### config.mk
export PLATFORM = sky130hd
export DESIGN_NAME = hc_sr04_ranger
export DESIGN_NICKNAME = d
export VERILOG_FILES = /design/src/rtl/hc_sr04_ranger.sv
export SDC_FILE = /design/constraint.sdc
export NUM_CORES = 1
export LEC_CHECK = 0
export ABC_CLOCK_PERIOD_IN_PS = 3000
export BUFFER_PORTS_ARGS = -buffer_cell sky130_fd_sc_hd__buf_2
export CAP_MARGIN = 20
export CORE_MARGIN = 8
export CORE_UTILIZATION = 40
export DETAILED_ROUTE_END_ITERATION = 10
export PLACE_DENSITY = 0.55
export SYNTH_ARGS = -nofsm -noshare
export SYNTH_HDL_FRONTEND = slang
export SYNTH_SLANG_ARGS = --single-unit
### constraint.sdc
create_clock -name clk -period 3 [get_ports clk]
set_clock_uncertainty 0.2 [all_clocks]
set_input_delay 0.15 -clock clk [delete_from_list [all_inputs] [get_ports clk]]
set_output_delay 0.15 -clock clk [all_outputs]
set_load 0.02 [all_outputs]
### src/rtl/hc_sr04_ranger.sv
// HC-SR04 ultrasonic ranger: periodic trigger, echo width measurement in whole
// centimetres, and serial double-dabble conversion to four packed BCD digits.
module hc_sr04_ranger #(
    parameter int unsigned TRIG_CYC   = 500,
    parameter int unsigned PERIOD_CYC = 3_000_000,
    parameter int unsigned CM_DIV     = 2900,
    parameter int unsigned MAX_CM     = 400,
    parameter int unsigned RISE_TO    = 1_000_000
) (
    input  logic        clk,
    input  logic        reset,
    input  logic        echo,
    output logic        trig,
    output logic [15:0] hc_data,
    output logic        data_valid,
    output logic        err
);
    localparam int unsigned PW = $clog2(PERIOD_CYC);
    localparam int unsigned SW = (CM_DIV > 1) ? $clog2(CM_DIV) : 1;
    localparam int unsigned CW = $clog2(MAX_CM + 1);

    localparam logic [PW-1:0] P_LAST = PW'(PERIOD_CYC - 1);
    localparam logic [PW-1:0] T_END  = PW'(TRIG_CYC);
    localparam logic [PW-1:0] R_END  = PW'(TRIG_CYC + RISE_TO);
    localparam logic [SW-1:0] S_LAST = SW'(CM_DIV - 1);
    localparam logic [CW-1:0] C_MAX  = CW'(MAX_CM);
    localparam logic [3:0]    DD_N   = 4'(CW);

    typedef enum logic [2:0] {HOLD, TRIG, WAIT_RISE, MEASURE, CONVERT} state_t;

    state_t        state;
    logic [PW-1:0] cnt_period;
    logic [SW-1:0] sub;
    logic [CW-1:0] cm;
    logic [15:0]   bcd;
    logic [15:0]   bcd_adj;
    logic [3:0]    shift_cnt;
    logic          echo_m, echo_s, echo_d;
    logic          echo_rise, echo_fall;

    always_ff @(posedge clk) begin
        if (reset) begin
            echo_m <= 1'b0;
            echo_s <= 1'b0;
            echo_d <= 1'b0;
        end else begin
            echo_m <= echo;
            echo_s <= echo_m;
            echo_d <= echo_s;
        end
    end

    assign echo_rise = echo_s & ~echo_d;
    assign echo_fall = ~echo_s & echo_d;

    always_ff @(posedge clk) begin
        if (reset || cnt_period == P_LAST)
            cnt_period <= '0;
        else
            cnt_period <= cnt_period + PW'(1);
    end

    always_comb begin
        bcd_adj = bcd;
        for (int unsigned i = 0; i < 4; i++)
            if (bcd[4*i +: 4] >= 4'd5)
                bcd_adj[4*i +: 4] = bcd[4*i +: 4] + 4'd3;
    end

    // Trigger end and rise timeout are both measured against cnt_period,
    // which is known to be 0 on the edge that enters TRIG.
    always_ff @(posedge clk) begin
        if (reset) begin
            state      <= HOLD;
            trig       <= 1'b0;
            hc_data    <= '0;
            data_valid <= 1'b0;
            err        <= 1'b0;
            sub        <= '0;
            cm         <= '0;
            bcd        <= '0;
            shift_cnt  <= '0;
        end else begin
            data_valid <= 1'b0;
            if (cnt_period == '0) begin
                state <= TRIG;
                trig  <= 1'b1;
            end else begin
                case (state)
                    HOLD: trig <= 1'b0;
                    TRIG: begin
                        if (cnt_period == T_END) begin
                            trig  <= 1'b0;
                            state <= WAIT_RISE;
                        end
                    end
                    WAIT_RISE: begin
                        if (echo_rise) begin
                            // the rising-edge cycle is the first counted high cycle
                            sub   <= SW'(1);
                            cm    <= '0;
                            state <= MEASURE;
                        end else if (cnt_period == R_END) begin
                            hc_data    <= 16'h9999;
                            err        <= 1'b1;
                            data_valid <= 1'b1;
                            state      <= HOLD;
                        end
                    end
                    MEASURE: begin
                        if (echo_fall) begin
                            bcd       <= '0;
                            shift_cnt <= '0;
                            state     <= CONVERT;
                        end else if (echo_s) begin
                            if (sub == S_LAST) begin
                                sub <= '0;
                                if (cm == C_MAX) begin
                                    hc_data    <= 16'h9999;
                                    err        <= 1'b1;
                                    data_valid <= 1'b1;
                                    state      <= HOLD;
                                end else begin
                                    cm <= cm + CW'(1);
                                end
                            end else begin
                                sub <= sub + SW'(1);
                            end
                        end
                    end
                    CONVERT: begin
                        if (shift_cnt == DD_N) begin
                            hc_data    <= bcd;
                            err        <= 1'b0;
                            data_valid <= 1'b1;
                            state      <= HOLD;
                        end else begin
                            {bcd, cm} <= {bcd_adj, cm} << 1;
                            shift_cnt <= shift_cnt + 4'd1;
                        end
                    end
                    default: state <= HOLD;
                endcase
            end
        end
    end
endmodule
==> metrics.txt, run 1 <==
outcome finished clean; final layout net count about 600; placed insts between 700 and 800; Setup-failing EPs final 0; flops & latches, synth 88; Required @ worst endpoint a little over 3 ns; final cell area excluding filler cells ~5200 sq um; unrepaired setup endpoints after global routing false; maximum fanout encountered on the critical timing path 8; maximum number of pins on one net before global-route repair 36; Final Max Slew Viols 0; Top Family by Delay on Critical Path simple AND/OR/NAND/NOR gates; Async S/R FF share, synth 0%; overall fraction of global-route tracks in use between 10% and 20%; final hold vios 0; count of antenna-violating nets left after detailed routing 0; insertion delay of the later-clocked pin in the worst-skew pair about 0.35 ns; clock-pin slew on the worst setup and hold paths about 0.060 ns; cell type of the slowest stage on the worst timing path a2111oi_4; port bufs 21; library cells used by synthesis 66; worst-case vdd ir drop around 0.27 mV; data arrival time of the worst path between 2 and 3 ns; DPL Wire Length a little under 8000 um; max-cap violations 0; htree depth 3; starting utilization of the core area 40.9%; clock root buffer clkbuf_16; number of non-filler instances in the completed layout 728; cts bufs inserted 9; horizontal extent of the die 124 um; Total Wirelength 11200 um; total placed instance area 4920 sq um; Congestion Overflow GR 0; Post-Synthesis Mean Instance Area 8.31 sq um; floorplan row count 39; longest individual stage delay on the worst path ~0.44 ns; Synthesized Nets 578; achievable frequency ~390 MHz; number of buffers and inverters on the critical path 2; number of enable flip-flop cells after synthesis 0; Power per Cell Area ~490 nW/um^2; vertical extent of the die ~120 um; ys flop type dfxtp_1; yosys warns 0; post-synthesis to final-layout area growth 12.4%; share of final-layout standard cells stronger than drive strength 1 10.4%; netlist area before placement between 4000 and 5000 sq um; number of violations reported at the end of detailed-routing iteration 0 around 330; wire length of the first global-routing pass between 15000 and 20000 um; DRC violations left 0; diodes inserted 0; total power ~2.5 mW; worst slew pin tran 0.737 ns; number of buffers on the longest clock path 2; class of the worst hold path register to register; area of the die around 15000 sq um; final standard cell utilization of the core between 40% and 50%; startpoint type of the worst setup path register; wire per inst ~15 um; sum of negative setup slack 0 ns; post-DR vias/cell 5.66; CTS sink cnt between 80 and 90; number of top-level pins 22; clock tree from TritonCTS yes; Crit. End Element register; floorplan core area 11400 sq um; Final Critical Period about 2.6 ns; Static Leak 1.88 nW; Worst Path Class, Setup register to register; number of global-route vias before repair ~3900; period utilisation layout 85.6%; final weighted congestion in routability-driven placement between 0.8 and 0.9; first-pass iteration count of the detailed router 7; max-slew headroom at the worst pin about half; number of antenna violations at the first check in global routing 0; Via Count about 4000; Synth Instances 560; CP Cell Sequence inv_1, ha_1, nor4b_2, and3_1, nand4_1, a2111oi_4, buf_4, mux2i_1; Seq/Total Area, Yosys 37.8%
==> routing by layer <==
| metal | vias to the layer above | part of all wire [%] | GRT usage, % | wire length (um) |
|---|---|---|---|---|
| li1 | 2071 | - | - | - |
| met1 | 1961 | 50 | 21.1 | 5660 |
| met2 | 75 | 44 | 23.0 | 4910 |
| met3 | 12 | 4.0 | 3.26 | 451 |
| met4 | 0 | 1.7 | 6.32 | 188 |
| met5 | - | 0 | 0 | 0 |
==> timing repair <==
item / 4_1_cts / 5_1_grt
gates resized for setup: 0 / 0
hold buffers: 2 / 0
buffers inserted: 0 / 0
endpoints found under the hold margin: 7 / 0
==> state kept, by name, summed over array words and instances (netlist names), 3 cells and up <==
signal	cells
bcd	16
cm	9
cnt_period	22
hc_data	16
shift_cnt	4
state	3
sub	12
==> cell usage in the layout, fill, tap and decap left out, types with 8 or more instances in the layout <==
| cell type | netlist | final |
|---|---|---|
| a21oi_1 | 37 | 37 |
| buf_2 | 6 | 21 |
| buf_4 | 0 | 14 |
| clkbuf_16 | 0 | 9 |
| dfxtp_1 | 88 | 88 |
| ha_1 | 15 | 15 |
| inv_1 | 23 | 23 |
| mux2i_1 | 17 | 17 |
| nand2_1 | 63 | 63 |
| nand3_1 | 32 | 32 |
| nand4_1 | 14 | 14 |
| nor2_1 | 42 | 42 |
| nor3_1 | 20 | 20 |
| o21ai_0 | 29 | 29 |
| o31ai_1 | 8 | 8 |
| or3_1 | 8 | 8 |
| xnor2_1 | 18 | 18 |
| xor2_1 | 12 | 12 |
==> report_power, final <==
group | internal, mW | leakage [nW] | switching, mW
registers | 1.19 | 0.711 | 0.0299
logic | 0.0799 | 1.03 | 0.141
clock network | 0.641 | 0.138 | 0.466
total | 1.91 | 1.88 | 0.637
==> kinds of logic (layout without fill, tap and decap cells) <==
logic type	Yosys count	in the layout	share of synthesized area, %
flip-flops	88	88	37.8
multiplexers	18	18	3.90
XOR/XNOR	30	30	5.65
AND/OR/NAND/NOR	234	234	26.2
adder cells (fa/ha/maj)	15	15	4.03
AO/OA/AOI/OAI	123	123	17.7
buffers and inverters	52	77	4.68
==> final timing paths <==
check,cells past startpoint,slack [ns],endpoint,startpoint
min reg2reg,1,0.25,echo_s$_SDFF_PP0_,echo_m$_SDFF_PP0_
max,8,0.43,hc_data[2]$_SDFFE_PP0P_,cnt_period[0]$_SDFF_PP0_
min,1,0.25,echo_s$_SDFF_PP0_,echo_m$_SDFF_PP0_
max reg2reg,8,0.43,hc_data[2]$_SDFFE_PP0P_,cnt_period[0]$_SDFF_PP0_
==> per-stage QoR <==
step                setup slack, ns  hold slack, ns
floorplan                     0.577          0.0782
global placement              0.516           0.160
detailed placement            0.412           0.167
CTS                           0.402           0.244
global route                  0.166           0.279
finish                        0.431           0.246
==> worst reg2reg max path, delay by kind of cell, from the launching register on <==
| kind | cells | cell delay [ns] |
|---|---|---|
| AND/OR/NAND/NOR | 3 | 0.85 |
| AO/OA/AOI/OAI | 1 | 0.44 |
| flip-flops | 1 | 0.34 |
| buffers and inverters | 2 | 0.33 |
| multiplexers | 1 | 0.21 |
| adder cells (fa/ha/maj) | 1 | 0.13 |
==> synthesized netlist by cell type (3+ instances only) <==
master     count  area, sq um
o2111ai_1      6         52.6
clkbuf_1      20         75.1
nand2_1       63          236
nor3_1        20          100
nor4_1         7         43.8
a21oi_1       37          185
xnor2_1       18          158
mux2i_1       17          170
and4_1         3         26.3
o21a_1         3         22.5
nand2b_1       7         43.8
or3_1          8         50.1
nand4b_1       3         26.3
nand4_1       14         87.6
nand3b_1       3         22.5
or4_1          5         37.5
o31ai_1        8         60.1
xor2_1        12          105
and3_1         6         37.5
nor2b_1        3         18.8
ha_1          15          188
nand3_1       32          160
o21ai_1        3         15.0
nor4b_1        3         26.3
o21ai_0       29          145
o211ai_1       3         22.5
buf_2          6         30.0
inv_1         23         86.3
nor2_1        42          158
dfxtp_1       88         1760
and2_1         4         25.0
a21o_1         6         45.0
==> final cells by class <==
| class | count | area [sq um] |
|---|---|---|
| Fill cell | 1122 | 6140 |
| Multi-Input combinational cell | 420 | 2680 |
| Sequential cell | 88 | 1760 |
| Timing Repair Buffer | 37 | 230 |
| Clock buffer | 10 | 229 |
| Tap cell | 143 | 179 |
| Inverter | 24 | 90.1 |
| Clock inverter | 6 | 60.1 |
Note: power is estimated with default switching activity, not from simulation.
==> run 2: changes to the inputs <==
==> config.mk (replaced) <==
export PLATFORM = sky130hd
export DESIGN_NAME = hc_sr04_ranger
export DESIGN_NICKNAME = d
export VERILOG_FILES = /design/src/rtl/hc_sr04_ranger.sv
export SDC_FILE = /design/constraint.sdc
export NUM_CORES = 1
export LEC_CHECK = 0
export BUFFER_PORTS_ARGS = -buffer_cell sky130_fd_sc_hd__buf_2
export CAP_MARGIN = 20
export CORE_MARGIN = 8
export CORE_UTILIZATION = 45
export DETAILED_ROUTE_END_ITERATION = 10
export PLACE_DENSITY = 0.6
export SYNTH_ARGS = -nofsm -noshare
export SYNTH_HDL_FRONTEND = slang
export SYNTH_SLANG_ARGS = --single-unit
==> run 2 against run 1 <==
  * Total power fell by 8.1%
  * Design area decreased by 2.0%
  * Hold slack lost 0.13 ns
  * Global-route usage grew 0.60 points
  * Critical path depth down 3
  * Wire length decreased by 4.1%
  * Critical path type unchanged
  * Largest power group unchanged
==> metrics.txt, run 2 (synthesis results as in run 1) <==
Total Wirelength 10700 um; maximum fanout encountered on the critical timing path 8; CTS sink cnt 88; first-pass iteration count of the detailed router 4; period utilisation layout a little under nine tenths; achievable frequency 388 MHz; outcome finished clean; number of non-filler instances in the completed layout 717; area of the die between 10000 and 15000 sq um; data arrival time of the worst path approximately 2.6 ns; Required @ worst endpoint 3.03 ns; worst slew pin tran ~0.77 ns; most frequent standard cell in the layout excluding fill and tap cells dfxtp_1; Final Critical Period around 2.6 ns; horizontal extent of the die around 120 um; Filler cells just over 1000; worst-case vdd ir drop approximately 0.31 mV; final weighted congestion in routability-driven placement between 0.8 and 0.9; number of top-level pins 22; overall fraction of global-route tracks in use between 10% and 20%; cts bufs inserted 9; floorplan core area 10200 sq um; area used by multi-input combinational logic roughly 2700 sq um; count of antenna-violating nets left after detailed routing 0; final hold vios 0; Final Max Slew Viols 0; Worst Path Class, Setup register to register; Via Count 4002; number of global-route vias before repair roughly 3800; Setup-failing EPs final 0; largest registers cnt_period: 22 flops, bcd: 16 flops, hc_data: 16 flops; quantity of gates resized following cts 0; wire per inst between 10 and 15 um; max-slew headroom at the worst pin about half; port bufs 21; DPL Wire Length 7470 um; max-cap violations 0; final layout net count between 500 and 600; placed insts 701; clock root buffer clkbuf_8; startpoint type of the worst setup path register; Crit. End Element register; clock-pin slew on the worst setup and hold paths roughly 0.090 ns; cells on worst reg2reg path 5; clock tree from TritonCTS yes; register ranked first by flip-flop count cnt_period; Static Leak ~1.8 nW; post-DR vias/cell around 5.6; maximum number of pins on one net before global-route repair 44; wire length of the first global-routing pass between 15000 and 20000 um; DRC violations left 0; commonest cells after routing, fill and taps aside dfxtp_1 (88), nand2_1 (63), nor2_1 (42); floorplan row count 37; insertion delay of the later-clocked pin in the worst-skew pair about 0.36 ns; Power per Cell Area 457 nW/um^2; vertical extent of the die 118 um; Worst R2R End hc_data[12]$_SDFFE_PP0P_; number of flip-flops under the largest register name 22; number of buffers on the longest clock path 2; area used by sequential logic in the layout 1760 sq um; post-synthesis to final-layout area growth 10.2%; CP startpoint cnt_period[13]$_SDFF_PP0_; number of buffers added for setup after CTS 0; cts-stage hold buffer count 1; worst flop-to-flop path startpoint cnt_period[13]$_SDFF_PP0_; Congestion Overflow GR 0; unrepaired setup endpoints after global routing false; number of antenna violations at the first check in global routing 0; diodes inserted 0; share of final-layout standard cells stronger than drive strength 1 about a tenth; class of the worst hold path primary input to register; number of violations reported at the end of detailed-routing iteration 0 about 370; CP Capture Point hc_data[12]$_SDFFE_PP0P_; sum of negative setup slack 0 ns; starting utilization of the core area about 46%; slack of the worst reg-to-reg path about 0.42 ns; htree depth 3
-- run 2: cell types whose count changed in the layout (fill, tap and decap cells not counted), sizes merged --
cell,before,now
buf,35,33
clkinv,4,3
dlygate4sd3,2,1
clkinvlp,2,1
bufinv,1,2
-- run 2: report_power, final --
part	switching (mW)	internal, mW
Combinational	0.137	0.0791
Sequential	0.0286	1.19
Clock	0.421	0.487
-- run 2: how the worst min path moves through the flow --
stage / end / slack, ns / cells past startpoint / start
detailed placement: echo_m$_SDFF_PP0_ / 0.17 / 2 / echo
CTS: echo_d$_SDFF_PP0_ / 0.09 / 3 / reset
global route: shift_cnt[0]$_SDFFE_PP0P_ / 0.10 / 3 / reset
global placement: echo_m$_SDFF_PP0_ / 0.17 / 2 / echo
finish: shift_cnt[0]$_SDFFE_PP0P_ / 0.11 / 3 / reset
floorplan: echo_m$_SDFF_PP0_ / 0.08 / 1 / echo
-- run 2: layout make-up --
class,count,share of cell area (%)
Clock buffer,10,2.68
Clock inverter,5,1.59
Inverter,24,1.76
Multi-Input combinational cell,420,52.3
Sequential cell,88,34.4
Tap cell,136,3.32
Timing Repair Buffer,34,4.00
-- run 2: worst max-delay path, stage by stage (launching register included) --
cell	delay, ns
dfxtp_1	0.34
nor3_1	0.45
and3_1	0.35
nand4_1	0.24
a2111o_1	0.68
mux2i_1	0.18
-- run 2: per-stage QoR --
| step | hold WS (ns) | utilization, % | power [mW] | setup WS, ns | area (sq um) |
|---|---|---|---|---|---|
| 2_1_floorplan | 0.0782 | - | 1.40 | 0.577 | 4650 |
| 3_3_place_gp | 0.165 | 48.1 | 1.46 | 0.514 | 4900 |
| 3_5_place_dp | 0.167 | 48.1 | 1.46 | 0.424 | 4900 |
| 4_1_cts | 0.0892 | 50.3 | 2.37 | 0.396 | 5130 |
| 5_1_grt | 0.101 | 50.3 | 2.45 | 0.170 | 5130 |
| 6_report | 0.114 | 50.3 | 2.34 | 0.422 | 5130 |
-- run 2: routing by layer --
metal,up-vias,part of all wire (%),global-route usage (%)
met4,0,1.1,5.84
met5,-,0,0
met2,58,46,25.2
li1,2057,-,-
met3,14,4.5,3.69
met1,1873,49,20.8
==> run 3: changes to the inputs <==
==> constraint.sdc (replaced) <==
create_clock -name clk -period 2.51 [get_ports clk]
set_clock_uncertainty 0.2 [all_clocks]
set_input_delay 0.1255 -clock clk [delete_from_list [all_inputs] [get_ports clk]]
set_output_delay 0.1255 -clock clk [all_outputs]
set_load 0.02 [all_outputs]
==> run 3 against run 2 <==
  * Clock power grew 16%
  * Design area increased by 3.1%
  * First-iteration DRC count shrank 20%
  * Non-clock buffer count up 18
  * Clock-buffer cell count increased by 2
  * Flip-flop and latch count stayed put
  * Total power increased by 19%
  * Sequential share of layout area shrank 1.0 points
  * Die area did not move
  * Sequential power rose by 19%
  * Largest cell class unchanged
==> metrics.txt, run 3 (synthesis results as in run 1) <==
outcome finished clean; startpoint type of the worst setup path register; Final Critical Period between 2 and 2.5 ns; DPL Wire Length approximately 7700 um; Required @ worst endpoint approximately 2.6 ns; insertion delay of the later-clocked pin in the worst-skew pair between 0.3 and 0.4 ns; worst slew pin tran just under 0.7 ns; Total Wirelength ~11000 um; Worst Path Class, Setup register to register; Static Leak slightly below 2 nW; htree depth 3; final cell area excluding filler cells 5290 sq um; post-DR vias/cell 5.55; Filler cells a little over 1000; area of the die approximately 14000 sq um; max-slew headroom at the worst pin 53.9%; Power per Cell Area approximately 530 nW/um^2; Final Max Slew Viols 0; number of global-route vias before repair approximately 3700; cts bufs inserted 9; final layout net count about 610; final hold vios 0; worst flop-to-flop path startpoint sub[7]$_SDFFE_PP0P_; DRC violations left 0; floorplan row count 37; Congestion Overflow GR 0; class of the worst hold path primary input to register; largest registers cnt_period: 22 flops, bcd: 16 flops, hc_data: 16 flops; final weighted congestion in routability-driven placement ~0.86; wire length of the first global-routing pass between 15000 and 20000 um; Setup-failing EPs final 0; CP startpoint sub[7]$_SDFFE_PP0P_; diodes inserted 0; starting utilization of the core area approximately 46%; number of flip-flops under the largest register name 22; count of antenna-violating nets left after detailed routing 0; horizontal extent of the die ~120 um; achievable frequency between 400 and 500 MHz; commonest cells after routing, fill and taps aside dfxtp_1 (87), nand2_1 (63), nor2_1 (42); most frequent standard cell in the layout excluding fill and tap cells dfxtp_1; number of buffers on the longest clock path 2; first-pass iteration count of the detailed router 4; sum of negative setup slack 0 ns; vertical extent of the die about 120 um; max-cap violations 0; Crit. End Element register; post-synthesis to final-layout area growth 13.6%; register ranked first by flip-flop count cnt_period; longest individual stage delay on the worst path 0.62 ns; CP Capture Point hc_data[12]$_SDFFE_PP0P_; share of final-layout standard cells stronger than drive strength 1 roughly an eighth; worst-case vdd ir drop roughly 0.23 mV; unrepaired setup endpoints after global routing true; floorplan core area 10200 sq um; Worst R2R End hc_data[12]$_SDFFE_PP0P_; overall fraction of global-route tracks in use between 10% and 20%; data arrival time of the worst path around 2.4 ns; maximum number of pins on one net before global-route repair 34; number of antenna violations at the first check in global routing 0; CP Cell Sequence or4b_4, nor3_4, a31oi_2, a2111o_2, mux2i_1; cell type of the slowest stage on the worst timing path a2111o_2; maximum fanout encountered on the critical timing path 8; cells on worst reg2reg path 5; period utilisation layout 93.7%; wire per inst 14.7 um; Via Count between 4000 and 5000; number of top-level pins 22; clock-pin slew on the worst setup and hold paths 0.08 ns; number of violations reported at the end of detailed-routing iteration 0 299; CTS sink cnt a little under 90; total placed instance area 5040 sq um; clock tree from TritonCTS yes; clock root buffer clkbuf_8; port bufs 21; slack of the worst reg-to-reg path approximately 0.16 ns
run 3: critical path: cells and delay by family, from the launching register on:
kind,cells,cell delay [ns]
compound gates,2,0.81
mux,1,0.17
simple gates,2,0.72
flops,1,0.34
run 3: worst min path at each step:
stage	from	end	cells after the start
after floorplan	echo	echo_m$_SDFF_PP0_	1
after detailed placement	echo	echo_m$_SDFF_PP0_	2
after global placement	echo	echo_m$_SDFF_PP0_	2
final	reset	cnt_period[21]$_SDFF_PP0_	3
after global routing	reset	cnt_period[21]$_SDFF_PP0_	3
after CTS	reset	cnt_period[21]$_SDFF_PP0_	3
run 3: power by group:
group,switching (mW),leakage (nW),internal [mW]
Combinational,0.174,1.11,0.106
Clock,0.510,0.109,0.542
Sequential,0.0319,0.711,1.42
Total,0.716,1.93,2.07
run 3: area by class of cell:
type	instances	area [sq um]	share of cell area [%]
Multi-Input combinational cell	420	2690	50.9
Sequential cell	88	1760	33.3
Timing Repair Buffer	52	357	6.74
Tap cell	136	170	3.22
Clock buffer	12	165	3.12
Inverter	24	90.1	1.70
Clock inverter	4	51.3	0.970
run 3: timing repair:
item,CTS,global route
hold buffers,1,0
setup buffers,0,1
hold endpoints to repair,1,0
gates resized for setup,0,5
setup endpoints to repair,0,30
run 3: through the flow:
stage               utilization [%]  setup slack (ns)  total power, mW  instances  hold slack (ns)
floorplan                         -            0.0870             1.68        560           0.0537
global placement               49.5             0.147             1.76        718            0.141
detailed placement             49.5             0.112             1.76        718            0.145
CTS                            51.7            0.0806             2.81        735           0.0442
global route                   51.9           -0.0176             2.90        736           0.0811
finish                         51.9             0.157             2.79        736           0.0599
run 3: layer usage:
layer  routed length [um]  track usage [%]
met1                 5550             21.8
met2                 4850             23.8
met3                  268             2.25
met4                  191             7.45
met5                    0                0
